## config.mk

```make
export PLATFORM = sky130hd
export DESIGN_NAME = bilinear_interp
export DESIGN_NICKNAME = d
export VERILOG_FILES = /design/src/rtl/bilinear_pkg.sv /design/src/rtl/bilinear_interp_lerp2.sv /design/src/rtl/bilinear_interp.sv
export SDC_FILE = /design/constraint.sdc
export NUM_CORES = 1
export LEC_CHECK = 0
export ABC_AREA = 1
export BUFFER_PORTS_ARGS = -buffer_cell sky130_fd_sc_hd__buf_2
export CORE_MARGIN = 3
export CORE_UTILIZATION = 50
export DETAILED_ROUTE_END_ITERATION = 8
export GPL_TIMING_DRIVEN = 0
export PLACE_DENSITY = 0.69
export SLEW_MARGIN = 30
export SYNTH_ARGS = -nofsm -noshare
export SYNTH_HDL_FRONTEND = slang
export SYNTH_HIERARCHICAL = 1
export SYNTH_SLANG_ARGS = --single-unit
```

## constraint.sdc

```tcl
create_clock -name clk -period 10.62 [get_ports clk]
set_input_delay 2.655 -clock clk [delete_from_list [all_inputs] [get_ports clk]]
set_output_delay 2.655 -clock clk [all_outputs]
set_load 0.02 [all_outputs]
```

## src/rtl/bilinear_pkg.sv

```systemverilog
// Shared definitions for the bilinear interpolator.
//   state_t    : controller states (IDLE, H_TOP, H_BOT, VERT, DONE)
//   FRAC_ONE   : 1.0 in Q0.FRAC_W (one past the largest weight)
//   ROUND_HALF : 0.5 LSB of the final pixel, added before the last shift
//   H_W, V_W   : widths of the row lerp result and the vertical lerp result
// The constants are given for the default 8-bit pixel / 8-bit weight build;
// the top module re-derives its own widths from its parameters.
package bilinear_pkg;

    localparam int DEF_PIX_W  = 8;
    localparam int DEF_FRAC_W = 8;

    localparam int H_W = DEF_PIX_W + DEF_FRAC_W;
    localparam int V_W = DEF_PIX_W + 2 * DEF_FRAC_W;

    localparam int FRAC_ONE   = 1 << DEF_FRAC_W;
    localparam int ROUND_HALF = 1 << (2 * DEF_FRAC_W - 1);

    typedef enum logic [2:0] {
        IDLE  = 3'd0,
        H_TOP = 3'd1,
        H_BOT = 3'd2,
        VERT  = 3'd3,
        DONE  = 3'd4
    } state_t;

endpackage

```

## src/rtl/bilinear_interp_lerp2.sv

```systemverilog
// Two-term linear interpolation, purely combinational.
//   a, b : unsigned operands, A_W bits
//   f    : unsigned weight of b in Q0.FRAC_W
//   y    : a*(2^FRAC_W - f) + b*f, full precision (A_W+FRAC_W bits)
// Because f < 1.0 the result never exceeds (2^A_W - 1) * 2^FRAC_W, so
// A_W+FRAC_W bits hold it exactly; the extra bit below only covers the
// intermediate products.
module lerp2 #(
    parameter int A_W    = 16,
    parameter int FRAC_W = 8
) (
    input  logic [A_W-1:0]        a,
    input  logic [A_W-1:0]        b,
    input  logic [FRAC_W-1:0]     f,
    output logic [A_W+FRAC_W-1:0] y
);

    localparam int Y_W = A_W + FRAC_W;

    logic [FRAC_W:0] f_inv;
    logic [Y_W:0]    a_ext;
    logic [Y_W:0]    b_ext;
    logic [Y_W:0]    f_ext;
    logic [Y_W:0]    f_inv_ext;
    logic [Y_W:0]    sum;

    // 2^FRAC_W - f needs one bit more than f (f = 0 gives exactly 1.0).
    assign f_inv     = {1'b1, {FRAC_W{1'b0}}} - {1'b0, f};
    assign a_ext     = {{(FRAC_W + 1){1'b0}}, a};
    assign b_ext     = {{(FRAC_W + 1){1'b0}}, b};
    assign f_ext     = {{(A_W + 1){1'b0}}, f};
    assign f_inv_ext = {{A_W{1'b0}}, f_inv};
    assign sum       = a_ext * f_inv_ext + b_ext * f_ext;
    assign y         = sum[Y_W-1:0];

endmodule

```

## src/rtl/bilinear_interp.sv

```systemverilog
// Bilinear interpolator: one output pixel from four neighbours and Q0.FRAC_W
// weights fx (horizontal) and fy (vertical). A single lerp2 is time-shared:
// top row in H_TOP, bottom row in H_BOT, vertical blend in VERT. Full
// precision is kept until one round-half-up at the end of VERT.
// Ports:
//   clk, rst            : clock, synchronous active-high reset
//   in_valid / in_ready : input handshake (in_ready high only in IDLE)
//   fx, fy              : weights, Q0.FRAC_W
//   p00, p01, p10, p11  : top-left, top-right, bottom-left, bottom-right
//   out_valid/out_ready : output handshake (out_valid high only in DONE)
//   pix_out             : interpolated pixel, stable while out_valid
//   state_dbg           : current controller state
// Handshake: a transfer happens on a rising edge where valid and ready are
// both high; valid holds its payload stable until that edge, and ready/valid
// outputs here are decoded from the state register only.
module bilinear_interp
    import bilinear_pkg::*;
#(
    parameter int PIX_W  = 8,
    parameter int FRAC_W = 8
) (
    input  logic              clk,
    input  logic              rst,
    input  logic              in_valid,
    output logic              in_ready,
    input  logic [FRAC_W-1:0] fx,
    input  logic [FRAC_W-1:0] fy,
    input  logic [PIX_W-1:0]  p00,
    input  logic [PIX_W-1:0]  p01,
    input  logic [PIX_W-1:0]  p10,
    input  logic [PIX_W-1:0]  p11,
    output logic              out_valid,
    input  logic              out_ready,
    output logic [PIX_W-1:0]  pix_out,
    output state_t            state_dbg
);

    localparam int ROW_W = PIX_W + FRAC_W;
    localparam int ACC_W = PIX_W + 2 * FRAC_W;
    localparam logic [ACC_W:0] RND = (ACC_W + 1)'(1) << (2 * FRAC_W - 1);

    state_t            state;
    logic [FRAC_W-1:0] fx_r, fy_r;
    logic [PIX_W-1:0]  p00_r, p01_r, p10_r, p11_r;
    logic [ROW_W-1:0]  top_r, bot_r;

    logic [ROW_W-1:0]  op_a, op_b;
    logic [FRAC_W-1:0] op_f;
    logic [ACC_W-1:0]  lerp_y;

    logic [PIX_W-1:0]      pix_next;
    logic [2*FRAC_W-1:0]   unused_rnd_lo;
    logic                  unused_rnd_hi;

    // Operand mux for the shared lerp; pixels are zero-extended to row width.
    always_comb begin
        op_a = {{FRAC_W{1'b0}}, p00_r};
        op_b = {{FRAC_W{1'b0}}, p01_r};
        op_f = fx_r;
        case (state)
            H_BOT: begin
                op_a = {{FRAC_W{1'b0}}, p10_r};
                op_b = {{FRAC_W{1'b0}}, p11_r};
                op_f = fx_r;
            end
            VERT: begin
                op_a = top_r;
                op_b = bot_r;
                op_f = fy_r;
            end
            default: ;
        endcase
    end

    lerp2 #(
        .A_W   (ROW_W),
        .FRAC_W(FRAC_W)
    ) u_lerp (
        .a(op_a),
        .b(op_b),
        .f(op_f),
        .y(lerp_y)
    );

    // Round half up: add 0.5 LSB of the output, keep the integer part.
    assign {unused_rnd_hi, pix_next, unused_rnd_lo} = {1'b0, lerp_y} + RND;

    always_ff @(posedge clk) begin
        if (rst) begin
            state   <= IDLE;
            fx_r    <= '0;
            fy_r    <= '0;
            p00_r   <= '0;
            p01_r   <= '0;
            p10_r   <= '0;
            p11_r   <= '0;
            top_r   <= '0;
            bot_r   <= '0;
            pix_out <= '0;
        end else begin
            case (state)
                IDLE: begin
                    if (in_valid) begin
                        fx_r  <= fx;
                        fy_r  <= fy;
                        p00_r <= p00;
                        p01_r <= p01;
                        p10_r <= p10;
                        p11_r <= p11;
                        state <= H_TOP;
                    end
                end
                H_TOP: begin
                    top_r <= lerp_y[ROW_W-1:0];
                    state <= H_BOT;
                end
                H_BOT: begin
                    bot_r <= lerp_y[ROW_W-1:0];
                    state <= VERT;
                end
                VERT: begin
                    pix_out <= pix_next;
                    state   <= DONE;
                end
                DONE: begin
                    if (out_ready) state <= IDLE;
                end
                default: state <= IDLE;
            endcase
        end
    end

    assign in_ready  = (state == IDLE);
    assign out_valid = (state == DONE);
    assign state_dbg = state;

endmodule

```

# Word-level counts from Yosys, hierarchy flattened
# Index checks and enable logic that the tools add are counted.
# totals
input_bits	52
output_inout_bits	13
reg_bits	91
# classes
multipliers	2
reduce_logical	3
n_eq_ne	6
n_addsub	3
n_mux	6
# op_table
op	n
case mux 16 bit (2 select lines)	2
adder 24 x 16 -> 24 bit (second input constant)	1
adder 24 bit	1
multiplier 16 x 8 -> 24 bit	1
multiplier 16 x 9 -> 24 bit	1
case mux 3 bit (5 select lines)	1
subtractor 9 x 8 -> 9 bit (first input constant)	1
2-to-1 mux 8 bit	1
equality test 3 x 2 -> 1 bit (second input constant)	2
2-to-1 mux 3 bit	2
AND reduction 2 bit	2
equality test 3 x 1 -> 1 bit (second input constant)	1
equality test 3 bit (second input constant)	1
logical NOT 3 bit	1
!= test 2 x 1 -> 1 bit (second input constant)	1
!= test 2 bit (second input constant)	1

# Depth between registers and ports, before layout
# depth
ltp_word	6
depth_mapped	44

# By module
# Netlist, hierarchy kept.
# modules_own_cells
module	cells_each	instances	area_each_um2
lerp2	1279	1	9391.5
bilinear_interp	536	1	3854.9

# Worst setup path before layout
# OpenSTA, ideal clock, no wires.
# synth_path
path_type	flip-flop to flip-flop
startpoint	register state[0], in the netlist state_dbg[0]
endpoint	register pix_out[5]
arrival_time_ps	7430
period_less_slack_ps	7539
path_slack_ps	3081
path_stages_with_launch	36
setup_ps	109
n_path_buf	5
cell_sequence	dfxtp_1 > nand3_1 > buf_2 > buf_2 > o21ai_0 > buf_2 > buf_1 > inv_1 > ha_1 > nand2_1 > nand2_1 > inv_1 > clkbuf_1 > nand2_1 > fa_1 > fa_1 > fa_1 > inv_1 > fa_1 > fa_1 > inv_1 > fa_1 > inv_1 > ha_1 > nand2_1 > inv_1 > nand2_1 > nor3_1 > a21oi_1 > xnor2_1 > ha_1 > nand3_1 > o21ai_0 > nand3_1 > nand2_1 > inv_1
# synth_via
elab_chain_cells	6
word_cells_on_any_way	10
classes_between	3 x add/sub; 2 x mul; 2 x eq/ne; 3 x mux
# synth_lines
element	line_no	rtl
from (decl)	bilinear_interp.sv:42	state_t state;
from (signal assigned)	bilinear_interp.sv:90	state <= IDLE;
from (signal assigned)	bilinear_interp.sv:110	state <= H_TOP;
from (signal assigned)	bilinear_interp.sv:115	state <= H_BOT;
equality test 3 x 2 -> 1 bit *	bilinear_interp.sv:60	case (state)
2-to-1 mux 8 bit *	bilinear_interp.sv:60	
via op_f[0]	bilinear_interp.sv:48	logic [FRAC_W-1:0] op_f;
subtractor 9 x 8 -> 9 bit	bilinear_interp_lerp2.sv:28	assign f_inv = {1'b1, {FRAC_W{1'b0}}} - {1'b0, f};
multiplier 16 x 9 -> 24 bit	bilinear_interp_lerp2.sv:33	assign sum = a_ext * f_inv_ext + b_ext * f_ext;
adder 24 bit *	bilinear_interp_lerp2.sv:33	
via lerp_y[15]	bilinear_interp.sv:49	logic [ACC_W-1:0] lerp_y;
adder 24 x 16 -> 24 bit *	bilinear_interp.sv:86	assign {unused_rnd_hi, pix_next, unused_rnd_lo} = {1'b0, lerp_y} + RND;
to (signal assigned)	bilinear_interp.sv:122	pix_out <= pix_next;
to (decl)	bilinear_interp.sv:34	output logic [PIX_W-1:0] pix_out,
# Mark *: on every way through the listed nets, which the timed path passes. The rest lies on a longest branch.
# A chain may end at the register's enable or synchronous reset.

# Worst setup path in the final report
# Same ends and word-level chain as after synthesis.

==> summary.md <==
| Metric | Value |
|---|---|
| Chip width | approximately 170 um |
| Clock tree from TritonCTS | done |
| Max-slew violation total from the final report | 0 |
| Nets@finish | around 2200 |
| Synthesized area per cell | 7.30 sq um |
| Status | finished, final reports clean |
| Count of routing violations after the opening detailed-route iteration | between 1000 and 1500 |
| DRC violations left | 0 |
| Peak supply drop | ~0.12 mV |
| Rows | slightly below 60 |
| Wire length of the first global-routing pass | slightly above 60 mm |
| Most numerous cell types in the synthesized netlist | sky130_fd_sc_hd__inv_1, sky130_fd_sc_hd__nand2_1, sky130_fd_sc_hd__fa_1, sky130_fd_sc_hd__nor2_1, sky130_fd_sc_hd__a21oi_1 |
| Tot GR Track Use | 27.1% |
| Share of the cycle needed by the critical path after routing | 87.7% |
| Post-synthesis share of cell area spent on and, or, nand and nor gates | between 10% and 20% |
| Endpoints failing setup | 0 |
| Register clock-pin slew on the reported worst setup and hold paths | 0.07 ns |
| Die area | about 0.028 sq mm |
| Top post-synthesis cells by area | sky130_fd_sc_hd__fa_1, sky130_fd_sc_hd__dfxtp_1, sky130_fd_sc_hd__inv_1 |
| Total negative slack | 0 ns |
| Required time at the worst-slack endpoint | around 11 ns |
| Routed len/inst | roughly 17 um |
| Post-synthesis instance total | about 1800 |
| Root buf cell | sky130_fd_sc_hd__clkbuf_16 |
| Number of detailed-routing iterations run before antenna repair | 7 |
| Total number of clock tree sinks | about 90 |
| Critical Path Max Stage Delay | 0.57 ns |
| Starting density of the core | 51.7% |
| Min Tclk post-route | between 9 and 10 ns |
| Compound-cell area share of the yosys netlist | under 10% |
| Most numerous cell in the Yosys netlist | sky130_fd_sc_hd__inv_1 |
| Number of flip-flops and latches in the synthesized netlist | 91 |
| Setup Fix Bufs, Post-CTS | 0 |
| Unrepaired setup endpoints after global routing | false |
| Util after Layout | approximately 56% |
| CTS H-tree depth | 3 |
| Post-synth top flop | sky130_fd_sc_hd__dfxtp_1 |
| Power density of the placed cells | 127 mW/mm^2 |
| Filler cell count | 2520 |
| Post-CTS resize count | 0 |
| Grt peak-use layer | met2 |
| Number of global-route vias before repair | between 10000 and 15000 |
| Max-slew headroom at the worst pin | 37.6% |
| DRT antenna net count | 0 |
| Post-synth top area share | 33.4% |
| Initial antenna violation count | 0 |
| Synthesized Nets | approximately 2200 |
| Core area | 0.0256 sq mm |
| Xor/xnor share of the synthesized area | 1.11% |
| IO Count | 65 |
| GRT overflow | 0 |
| GR Layer Usage met2 | between 40% and 50% |
| Pin count of the biggest net entering global routing | 17 |
| Minimum hold slack | around 0.45 ns |
| CTS Buf Count | 9 |
| Unique masters post-synth | 34 |
| Static power due to leakage | roughly 7.6 nW |
| Clock skew | 0.00580 ns |
| Height of the die | 169 um |
| Cell type with the highest aggregate area in the netlist | sky130_fd_sc_hd__fa_1 |
| F_max | approximately 0.11 GHz |
| Worst min-delay path class | reg -> reg |
| CP arrival | approximately 9.6 ns |
| Worst Reg-to-Reg Cells | 35 |
| Quantity of I/O buffers inserted on ports | 63 |
| Met3 capacity usage during global routing | ~4.2% |
| Average via count per standard cell | about 5.2 |
| Class of the most critical setup path | reg -> reg |
| Count of buffer and inverter cells on the critical path | 12 |
| Fraction of layout cells with a size suffix above 1 | 7.40% |
| Cell count of the worst hold path | 2 |
| Largest family of logic cells by synthesized area | adder cells |
| Final estimated routing congestion in global placement | between 0.9 and 1 |
| Critical path peak fanout | 10 |
| Kind of cell adding the most delay to the critical path | adder cells |
| Number of synthesized flops with an enable pin | 0 |
| Slew at the pin closest to its max-slew limit | 0.936 ns |
| Count of inserted antenna diode cells | 0 |
| CTS Buffer Depth | 2 |
| Share of flip-flops with an asynchronous set or reset | 0% |
| Multiplexer share of the synthesized area | 0% |
| Endpoint type of the worst setup path | register |
| Total Routed Length | 37.1 mm |
| Number of gates on the worst path with buffers counted | 35 |
| Critical path startpoint category | register |
| Placed wire-length estimate after detailed placement | 31.2 mm |
| Final Hold Vio Count | 0 |
| Sequential fraction of the synthesis area | between 10% and 20% |
| Layout overhead on the synthesized area | 7.79% |
| Count of max-cap constraint violations | 0 |
| Met1 Resource Use GR | 38.6% |
| Count of yosys warnings during synthesis | 6 |
| Synthesized area | approximately 0.013 sq mm |
| Synthesized-area fraction occupied by adder cells | just over 40% |
| Worst-path cell with the longest stage delay | sky130_fd_sc_hd__buf_1 |
| Number of vias after detailed routing | 11500 |
| Clock latency on the worst-skew pair | between 0.3 and 0.4 ns |
| Count of hold-fix buffers inserted at cts | 0 |
| Critical Path Most Common Cell | sky130_fd_sc_hd__inv_1 |
[flip-flops by register name, summed over array words and instances (netlist names)]
register	count
bot_r	16
fx_r	8
fy_r	8
p00_r	8
p01_r	8
p10_r	8
p11_r	8
pix_out	8
state_dbg	3
top_r	16
[cell usage in the layout, fill, tap and decap left out, types with 2 or more instances in the layout]
| cell | instances |
|---|---|
| sky130_fd_sc_hd__buf_4 | 9 |
| sky130_fd_sc_hd__inv_2 | 5 |
| sky130_fd_sc_hd__nand3b_1 | 3 |
| sky130_fd_sc_hd__nand4_1 | 11 |
| sky130_fd_sc_hd__nor3_1 | 5 |
| sky130_fd_sc_hd__o21a_1 | 2 |
| sky130_fd_sc_hd__buf_2 | 82 |
| sky130_fd_sc_hd__clkbuf_2 | 4 |
| sky130_fd_sc_hd__buf_1 | 7 |
| sky130_fd_sc_hd__nor2_1 | 130 |
| sky130_fd_sc_hd__o211ai_1 | 16 |
| sky130_fd_sc_hd__xor2_1 | 13 |
| sky130_fd_sc_hd__fa_1 | 221 |
| sky130_fd_sc_hd__nand2_1 | 409 |
| sky130_fd_sc_hd__clkbuf_16 | 9 |
| sky130_fd_sc_hd__nor2_2 | 12 |
| sky130_fd_sc_hd__o21bai_1 | 2 |
| sky130_fd_sc_hd__o21ai_0 | 80 |
| sky130_fd_sc_hd__xnor2_1 | 2 |
| sky130_fd_sc_hd__nand3_1 | 60 |
| sky130_fd_sc_hd__dfxtp_1 | 91 |
| sky130_fd_sc_hd__inv_6 | 3 |
| sky130_fd_sc_hd__or2_2 | 2 |
| sky130_fd_sc_hd__inv_1 | 485 |
| sky130_fd_sc_hd__buf_6 | 3 |
| sky130_fd_sc_hd__a21oi_1 | 96 |
| sky130_fd_sc_hd__nand3_2 | 2 |
| sky130_fd_sc_hd__ha_1 | 78 |
| sky130_fd_sc_hd__nor2_4 | 2 |
| sky130_fd_sc_hd__clkbuf_1 | 40 |
[path summary, 6_finish.rpt]
path | from | endpoint | slack [ns]
hold reg to reg | fy_r[3] | fy_r[3] | 0.45
setup / recovery | state_dbg[0] | pix_out[5] | 1.30
setup reg to reg | state_dbg[0] | pix_out[5] | 1.30
hold / removal | fy_r[3] | fy_r[3] | 0.45
[cells by family (layout without fill, tap and decap cells)]
| logic type | after synthesis | in the layout |
|---|---|---|
| xor+xnor | 16 | 16 |
| buf+inv | 572 | 650 |
| flops | 91 | 91 |
| compound gates | 197 | 197 |
| fa+ha+maj | 299 | 299 |
| simple gates | 640 | 640 |
[final cells by class]
| type | count | area, sq um | share of cell area [%] |
|---|---|---|---|
| Inverter | 490 | 1840 | 12.9 |
| Timing Repair Buffer | 63 | 315 | 2.21 |
| Sequential cell | 91 | 1820 | 12.8 |
| Tap cell | 330 | 413 | 2.89 |
| Clock buffer | 9 | 225 | 1.58 |
| Clock inverter | 6 | 72.6 | 0.508 |
| Buffer | 82 | 393 | 2.75 |
| Multi-Input combinational cell | 1152 | 9200 | 64.4 |
[metal layers]
metal  share of wire [%]  wire length (um)
met1                  44             16400
met2                  45             16800
met3                 7.4              2760
met4                 3.4              1270
met5                   0                 0
[worst register-to-register path, delay by kind of cell, from the launching register on]
| family | cells | cell delay [ns] |
|---|---|---|
| XOR/XNOR | 1 | 0.43 |
| buffers and inverters | 12 | 2.35 |
| flip-flops | 1 | 0.44 |
| AO/OA/AOI/OAI | 3 | 0.51 |
| AND/OR/NAND/NOR | 10 | 1.49 |
| adder cells (fa/ha/maj) | 9 | 3.99 |
[where the power goes]
group / internal [mW] / switching (mW)
logic: 0.351 / 0.732
registers: 0.383 / 0.0165
clock network: 0.184 / 0.148
[through the flow]
step,instance area (sq um),power [mW],std cells,setup slack (ns)
final,14300,1.82,2223,1.30
after CTS,14300,1.80,2223,1.48
after floorplan,13200,1.13,1815,3.08
after global routing,14300,1.95,2223,0.787
after global placement,14000,1.46,2208,1.65
after detailed placement,14000,1.46,2208,1.50
Note: power is estimated with default switching activity, not from simulation.
